**src/rtl/bsg_fifo_ptr_tracker_pkg.sv**
```systemverilog
// Types shared by the FIFO occupancy trackers.
// Later multi-port trackers reuse the state encoding declared here.
package bsg_fifo_tracker_pkg;

  typedef enum logic [1:0] {
    EMPTY   = 2'd0,
    PARTIAL = 2'd1,
    FULL    = 2'd2
  } bsg_fifo_tracker_state_e;

endpackage

```
**src/rtl/bsg_circular_ptr.sv**
```systemverilog
// Modulo-slots_p pointer that advances by add_i each cycle.
// n_o is the combinational next value; it reads 0 while reset_i is high.
module bsg_circular_ptr #(
  parameter  int slots_p      = 16,
  parameter  int max_add_p    = 1,
  localparam int ptr_width_lp = (slots_p > 1) ? $clog2(slots_p) : 1,
  localparam int add_width_lp = $clog2(max_add_p + 1)
) (
  input  logic                    clk,
  input  logic                    reset_i,
  input  logic [add_width_lp-1:0] add_i,
  output logic [ptr_width_lp-1:0] o,
  output logic [ptr_width_lp-1:0] n_o
);

  logic [ptr_width_lp-1:0] ptr_q, ptr_d;
  logic [ptr_width_lp:0]   sum;

  // One subtraction suffices because max_add_p stays below slots_p.
  always_comb begin
    sum = {1'b0, ptr_q} + (ptr_width_lp + 1)'(add_i);
    if (reset_i) begin
      ptr_d = '0;
    end else if (sum >= (ptr_width_lp + 1)'(slots_p)) begin
      ptr_d = ptr_width_lp'(sum - (ptr_width_lp + 1)'(slots_p));
    end else begin
      ptr_d = ptr_width_lp'(sum);
    end
  end

  always_ff @(posedge clk) begin
    ptr_q <= ptr_d;
  end

  assign o   = ptr_q;
  assign n_o = ptr_d;

endmodule

```
**src/rtl/bsg_fifo_ptr_tracker.sv**
```systemverilog
// Occupancy controller for a 1R1W circular FIFO: supplies RAM addresses,
// count, empty/full and the producer/consumer handshake.
module bsg_fifo_ptr_tracker
  import bsg_fifo_tracker_pkg::*;
#(
  parameter  int els_p          = 16,
  localparam int ptr_width_lp   = $clog2(els_p),
  localparam int count_width_lp = $clog2(els_p + 1)
) (
  input  logic                      clk,
  input  logic                      reset_i,
  input  logic                      v_i,
  output logic                      ready_o,
  output logic                      v_o,
  input  logic                      yumi_i,
  output logic [ptr_width_lp-1:0]   wptr_r_o,
  output logic [ptr_width_lp-1:0]   rptr_r_o,
  output logic [ptr_width_lp-1:0]   rptr_n_o,
  output logic [count_width_lp-1:0] count_o,
  output logic                      empty_o,
  output logic                      full_o,
  output logic                      err_o
);

  localparam logic [count_width_lp-1:0] almost_full_lp = count_width_lp'(els_p - 1);
  localparam logic [count_width_lp-1:0] one_lp         = count_width_lp'(1);

  bsg_fifo_tracker_state_e    state_q, state_d;
  logic [count_width_lp-1:0]  count_q, count_d;
  logic                       err_q, err_d;
  logic                       enq, deq;

  assign ready_o = (state_q != FULL);
  assign v_o     = (state_q != EMPTY);
  assign empty_o = (state_q == EMPTY);
  assign full_o  = (state_q == FULL);
  assign count_o = count_q;
  assign err_o   = err_q;

  assign enq = v_i & ready_o;
  assign deq = yumi_i & v_o;

  bsg_circular_ptr #(
    .slots_p  (els_p),
    .max_add_p(1)
  ) wptr (
    .clk    (clk),
    .reset_i(reset_i),
    .add_i  (enq),
    .o      (wptr_r_o),
    .n_o    ()
  );

  bsg_circular_ptr #(
    .slots_p  (els_p),
    .max_add_p(1)
  ) rptr (
    .clk    (clk),
    .reset_i(reset_i),
    .add_i  (deq),
    .o      (rptr_r_o),
    .n_o    (rptr_n_o)
  );

  // Pointers alone cannot tell full from empty; state_q resolves that.
  always_comb begin
    state_d = state_q;
    count_d = count_q;
    err_d   = err_q | (yumi_i & ~v_o);
    if (enq & ~deq) begin
      count_d = count_q + one_lp;
      state_d = (count_q == almost_full_lp) ? FULL : PARTIAL;
    end else if (deq & ~enq) begin
      count_d = count_q - one_lp;
      state_d = (count_q == one_lp) ? EMPTY : PARTIAL;
    end
  end

  always_ff @(posedge clk) begin
    if (reset_i) begin
      state_q <= EMPTY;
      count_q <= '0;
      err_q   <= 1'b0;
    end else begin
      state_q <= state_d;
      count_q <= count_d;
      err_q   <= err_d;
    end
  end

endmodule

```
**config.mk**
```make
export PLATFORM = sky130hd
export DESIGN_NAME = bsg_fifo_ptr_tracker
export DESIGN_NICKNAME = d
export VERILOG_FILES = /design/src/rtl/bsg_fifo_ptr_tracker_pkg.sv /design/src/rtl/bsg_circular_ptr.sv /design/src/rtl/bsg_fifo_ptr_tracker.sv
export SDC_FILE = /design/constraint.sdc
export NUM_CORES = 1
export LEC_CHECK = 0
export CAP_MARGIN = 0
export CELL_PAD_IN_SITES_DETAIL_PLACEMENT = 1
export CELL_PAD_IN_SITES_GLOBAL_PLACEMENT = 2
export CORE_MARGIN = 5
export CORE_UTILIZATION = 26
export DETAILED_ROUTE_END_ITERATION = 16
export GPL_TIMING_DRIVEN = 0
export PLACE_DENSITY = 0.81
export SKIP_CTS_REPAIR_TIMING = 1
export SYNTH_ARGS = -nofsm -noshare
export SYNTH_HDL_FRONTEND = slang
export SYNTH_HIERARCHICAL = 1
export SYNTH_SLANG_ARGS = --single-unit
export TNS_END_PERCENT = 5
```
**constraint.sdc**
```tcl
create_clock -name clk -period 2.3 [get_ports clk]
set_input_delay 0.46 -clock clk [delete_from_list [all_inputs] [get_ports clk]]
set_output_delay 0.46 -clock clk [all_outputs]
set_load 0.01 [all_outputs]
```
==> out/results.txt, run 1 <==
result of the run: finished clean
cell area after placement: 0.00114 mm^2
antenna-violating nets left: 0
total routing usage reported by global routing: 0.0962
fin nets: 133
most frequent cells in the layout: clkdlybuf4s50_1 (21), dfxtp_1 (16), nor2_1 (9), ha_1 (9), inv_1 (8)
setup repair after global routing missed its margin: true
clock period minus worst slack: 2.27 ns
die extent in y: 66.8 um
number of CTS-inserted buffers: 3
area delta synth->final: 41.9%
Die Area: 0.00446 mm^2
kind of capture point of the worst setup path: primary output
count of H-tree levels built during CTS: 1
Mapped Cells: 89
maximum clock path buffer count: 2
CTS tree: built
clock transition at the registers of the reported paths: 0.10 ns
Clock Root Buffer: clkbuf_4
count of warnings emitted by yosys: 6
number of clock sinks seen by CTS: 16
DRT Pass-1 Iters: 4
width of the die: 66.8 um
max cap viols: 0
GPL Wtd Cong: 0.768
number of antenna violations at the first check in global routing: 0
most frequent standard cell in the layout excluding fill and tap cells: clkdlybuf4s50_1
relative slew slack: 0.690
first-pass GRT wire length: 3310 um
Buffers on Ports: 25
std cell rows: 20
clock network latency to the later pin of the worst-skew pair: 0.29 ns
highest net fanout along the worst path: 2
final core occ: 0.387
Max Fclk: 441 MHz
Final Skew: 0.00769 ns
fraction of final layout cells with drive strength greater than 1: 0.144
fin crit share: 0.987
slew of the pin with the lowest slew margin: 0.465 ns
required time of the worst setup path: 1.84 ns
average size of a mapped cell: 9.42 um^2
total of endpoints with negative setup slack in the final report: 0
area of the core: 0.00308 mm^2
DR vias/cell: 4.38
Final Hold Vio Count: 0
post-synth net total: 103
maximum number of pins on one net before global-route repair: 12
setup ws final: 0.0303 ns
post-DP HPWL: 1540 um
Startpoint Class: input port
post-route setup TNS: 0 ns
max-slew violation count: 0
leakage component of the power: 0.511 nW
initial core utilization: 0.272
initial detailed-routing violation count: 27
maximum resistive drop on vdd: 0.207 mV
via count of the first global-routing pass: 744
Ant. Diodes: 0
worst-case setup slack after placement: -0.458 ns
count of unresolved DRC violations after routing: 0
number of register bits inferred by synthesis: 16
worst hold path class: reg2reg
grt ovf: 0
number of different library cells in the post-synthesis netlist: 29
data arrival at the endpoint of the critical path: 1.81 ns
cell area after technology mapping: 838 um^2
power density of the placed cells: 613 mW/mm^2
Post-Route WL: 2010 um
final routed wire length divided by cell count: 12.4 um
via count: 710
final design instance area without fill: 0.00119 mm^2
worst setup path class: in2out
Tot Pwr: 0.729 mW
Top Ports: 26
post-synthesis sequential area ratio: 0.382
cell type report:
class                           count  area, um^2
Multi-Input combinational cell     62         498
Buffer                              3        12.5
Clock buffer                        4        36.3
Inverter                            8        30.0
Fill cell                         373        1890
Sequential cell                    16         320
Tap cell                           44        55.1
Timing Repair Buffer               25         238
sequential cells by signal (all words and copies together), names as in the netlist:
signal / count
err_o: 1
count_o: 5
wptr/o: 4
state_q: 2
rptr/o: 4
metrics by stage:
| stage | hold slack (ns) | cells |
|---|---|---|
| after floorplan | 0.454 | 89 |
| after global placement | 0.457 | 158 |
| after detailed placement | 0.472 | 158 |
| after CTS | 0.489 | 162 |
| after global routing | 0.533 | 162 |
| final | 0.493 | 162 |
logic make-up (layout without fill, tap and decap cells):
kind of cell	after synthesis	after routing	synth area share
simple gates	32	32	0.218
flops	16	16	0.382
mux	5	5	0.0731
buf+inv	11	40	0.0507
compound gates	12	12	0.0955
xor+xnor	3	3	0.0313
fa+ha+maj	10	10	0.149
critical path, cell delays in order:
cell	delay, ns
clkdlybuf4s50_1	0.42
nor2b_4	0.15
ha_4	0.16
ha_1	0.19
xnor2_1	0.13
nor2_1	0.13
clkbuf_2	0.16
metal layers:
metal / part of all wire / track usage
met1: 0.47 / 0.112
met5: 0 / 0
met4: 0 / 0.0152
met2: 0.47 / 0.170
met3: 0.060 / 0.0354
report_power, final:
part,switching [mW],internal (mW),total (mW)
Sequential,0.0311,0.301,0.332
Clock,0.0933,0.0963,0.190
Combinational,0.0922,0.115,0.207
Total,0.217,0.513,0.729
path summary, 6_finish.rpt:
kind | to | from | cells past startpoint | slack (ns)
setup / recovery | rptr_n_o[2] | yumi_i | 7 | 0.03
hold / removal | err_o | err_o | 2 | 0.49
setup reg to reg | count_o[3] | state_q[0] | 7 | 0.21
hold reg to reg | err_o | err_o | 2 | 0.49
synth_stat cells:
library cell / instances / area, um^2
nand3b_1: 1 / 7.51
nand2b_1: 1 / 6.26
mux2_4: 2 / 30.0
mux2i_1: 2 / 20.0
nor3b_1: 1 / 7.51
o21ai_0: 2 / 10.0
buf_2: 1 / 5.00
ha_1: 10 / 125
xnor2_1: 3 / 26.3
dfxtp_1: 16 / 320
nand4_1: 1 / 6.26
a21oi_1: 5 / 25.0
o21bai_1: 1 / 7.51
a221o_1: 1 / 10.0
or4_4: 1 / 11.3
a21oi_2: 1 / 8.76
mux2_1: 1 / 11.3
a32o_1: 1 / 10.0
nor2_1: 10 / 37.5
nor2b_1: 8 / 50.1
or3_1: 1 / 6.26
nor4_1: 1 / 6.26
and2_1: 1 / 6.26
and3_1: 1 / 6.26
o2bb2ai_1: 1 / 8.76
clkbuf_1: 2 / 7.51
nand3_2: 2 / 20.0
nand2_1: 3 / 11.3
inv_1: 8 / 30.0
Power figures use the tool's default switching activity.
==> inputs of run 2 (changes only) <==
--- a/config.mk
+++ b/config.mk
@@ -13,6 +13,7 @@
 export DETAILED_ROUTE_END_ITERATION = 16
 export GPL_TIMING_DRIVEN = 0
 export PLACE_DENSITY = 0.81
+export REMOVE_ABC_BUFFERS = 1
 export SKIP_CTS_REPAIR_TIMING = 1
 export SYNTH_ARGS = -nofsm -noshare
 export SYNTH_HDL_FRONTEND = slang
==> run 2 against run 1 <==
  * Wire length down 1.1%
  * Clock skew down 0.0057 ns
  * Worst setup slack better by 0.013 ns
  * Critical path type unchanged
  * Largest cell class unchanged
  * Largest power group unchanged
==> out/results.txt, run 2 (same netlist as run 1, synthesis figures left out) <==
max cap viols: 0 (unchanged)
final core occ: 0.379 (was 0.387)
post-route worst hold slack: 0.501 ns (was 0.493 ns)
DR vias/cell: 4.55 (was 4.38)
most frequent standard cell in the layout excluding fill and tap cells: clkdlybuf4s50_1 (unchanged)
metal2 WL: 933 um (was 943 um)
most frequent cells in the layout: clkdlybuf4s50_1 (20), dfxtp_1 (16), nor2_1 (9), ha_1 (9), inv_1 (8) (was clkdlybuf4s50_1 (21), dfxtp_1 (16), nor2_1 (9), ha_1 (9), inv_1 (8))
fraction of final layout cells with drive strength greater than 1: 0.132 (was 0.144)
post-DP HPWL: 1500 um (was 1540 um)
worst setup path class: in2out (unchanged)
Post-Route WL: 1990 um (was 2010 um)
width of the die: 66.8 um (unchanged)
final routed wire length divided by cell count: 12.6 um (was 12.4 um)
maximum clock path buffer count: 2 (unchanged)
count of H-tree levels built during CTS: 1 (unchanged)
leakage component of the power: 0.507 nW (was 0.511 nW)
worst hold path class: reg2reg (unchanged)
die extent in y: 66.8 um (unchanged)
clock transition at the registers of the reported paths: 0.09 ns (was 0.10 ns)
area delta synth->final: 39.1% (was 41.9%)
relative slew slack: 0.509 (was 0.690)
area of the core: 0.00308 mm^2 (unchanged)
total of endpoints with negative setup slack in the final report: 0 (unchanged)
GPL Wtd Cong: 0.713 (was 0.768)
cell area after placement: 0.00113 mm^2 (was 0.00114 mm^2)
max-slew violation count: 0 (unchanged)
fin nets: 130 (was 133)
wire length on met3: 186 um (was 121 um)
maximum resistive drop on vdd: 0.223 mV (was 0.207 mV)
slew of the pin with the lowest slew margin: 0.736 ns (was 0.465 ns)
Final Instance Count excl. Fillers: 158 (was 162)
maximum number of pins on one net before global-route repair: 21 (was 12)
first-pass GRT wire length: 3230 um (was 3310 um)
Tot Pwr: 0.688 mW (was 0.729 mW)
highest routing layer actually used: met4 (was met3)
Clock Root Buffer: clkbuf_4 (unchanged)
fin crit share: 0.981 (was 0.987)
grt ovf: 0 (unchanged)
Final Skew: 0.00196 ns (was 0.00769 ns)
data arrival at the endpoint of the critical path: 1.80 ns (was 1.81 ns)
Startpoint Class: input port (unchanged)
routed length on met1: 837 um (was 943 um)
result of the run: finished clean (unchanged)
via count of the first global-routing pass: 741 (was 744)
Buffers on Ports: 25 (unchanged)
setup repair after global routing missed its margin: true (unchanged)
highest net fanout along the worst path: 2 (unchanged)
total routing usage reported by global routing: 0.0957 (was 0.0962)
Die Area: 0.00446 mm^2 (unchanged)
Max Fclk: 443 MHz (was 441 MHz)
via count: 719 (was 710)
required time of the worst setup path: 1.84 ns (about the same)
DRT Pass-1 Iters: 3 (was 4)
Top Ports: 26 (unchanged)
number of clock sinks seen by CTS: 16 (unchanged)
std cell rows: 20 (unchanged)
final design instance area without fill: 0.00117 mm^2 (was 0.00119 mm^2)
initial core utilization: 0.272 (unchanged)
initial detailed-routing violation count: 19 (was 27)
max FFs per register: 5 (unchanged)
Final Hold Vio Count: 0 (unchanged)
number of antenna violations at the first check in global routing: 0 (unchanged)
power density of the placed cells: 590 mW/mm^2 (was 613 mW/mm^2)
clock period minus worst slack: 2.26 ns (was 2.27 ns)
placed insts: 155 (was 158)
number of CTS-inserted buffers: 3 (unchanged)
Ant. Diodes: 0 (unchanged)
count of unresolved DRC violations after routing: 0 (unchanged)
antenna-violating nets left: 0 (unchanged)
CTS tree: built (unchanged)
clock network latency to the later pin of the worst-skew pair: 0.29 ns (about the same)
kind of capture point of the worst setup path: primary output (unchanged)
==> run 2: changes by cell type in the layout (fill, tap and decap cells not counted) <==
cell             delta
dlymetal6s2s_1      +1
clkbuf_8            -1
clkbuf_1            -2
clkdlybuf4s50_1     -1
clkbuf_2            -1
==> run 2: power by group <==
group | total (mW) | internal (mW) | switching, mW
Combinational | 0.206 | 0.114 | 0.0915
Clock | 0.150 | 0.0609 | 0.0891
Sequential | 0.332 | 0.301 | 0.0306
Total | 0.688 | 0.476 | 0.211
==> run 2: metrics by stage <==
step | setup WS, ns | setup TNS [ns]
finish | 0.0429 | 0
global route | -0.0252 | -0.0524
CTS | -0.494 | -1.75
detailed placement | -0.496 | -2.06
global placement | -0.445 | -1.83
floorplan | 0.309 | 0
==> run 2: final timing paths <==
path | cells past startpoint | endpoint | from | slack, ns
min reg2reg | 2 | state_q[0] | state_q[0] | 0.50
max | 6 | rptr_n_o[3] | yumi_i | 0.04
max reg2reg | 6 | count_o[3] | state_q[0] | 0.23
min | 2 | state_q[0] | state_q[0] | 0.50
==> run 2: per-layer routing <==
| layer | vias to the layer above | GRT usage |
|---|---|---|
| met5 | - | 0 |
| met4 | 0 | 0.0533 |
| met3 | 4 | 0.0337 |
| met2 | 23 | 0.163 |
| met1 | 342 | 0.102 |
| li1 | 350 | - |
==> run 2: cell type report <==
type                    count  area (um^2)
clock buffers               3         22.5
fillers                   361         1910
inverters                   8         30.0
multi-input cells          62          498
flip-flops and latches     16          320
well taps                  44         55.1
repair buffers             25          240
==> run 2: worst max-delay path, stage by stage <==
cell	delay (ns)
clkdlybuf4s50_1	0.49
nor2b_4	0.18
ha_4	0.14
nand3_2	0.08
mux2_4	0.31
clkbuf_2	0.13
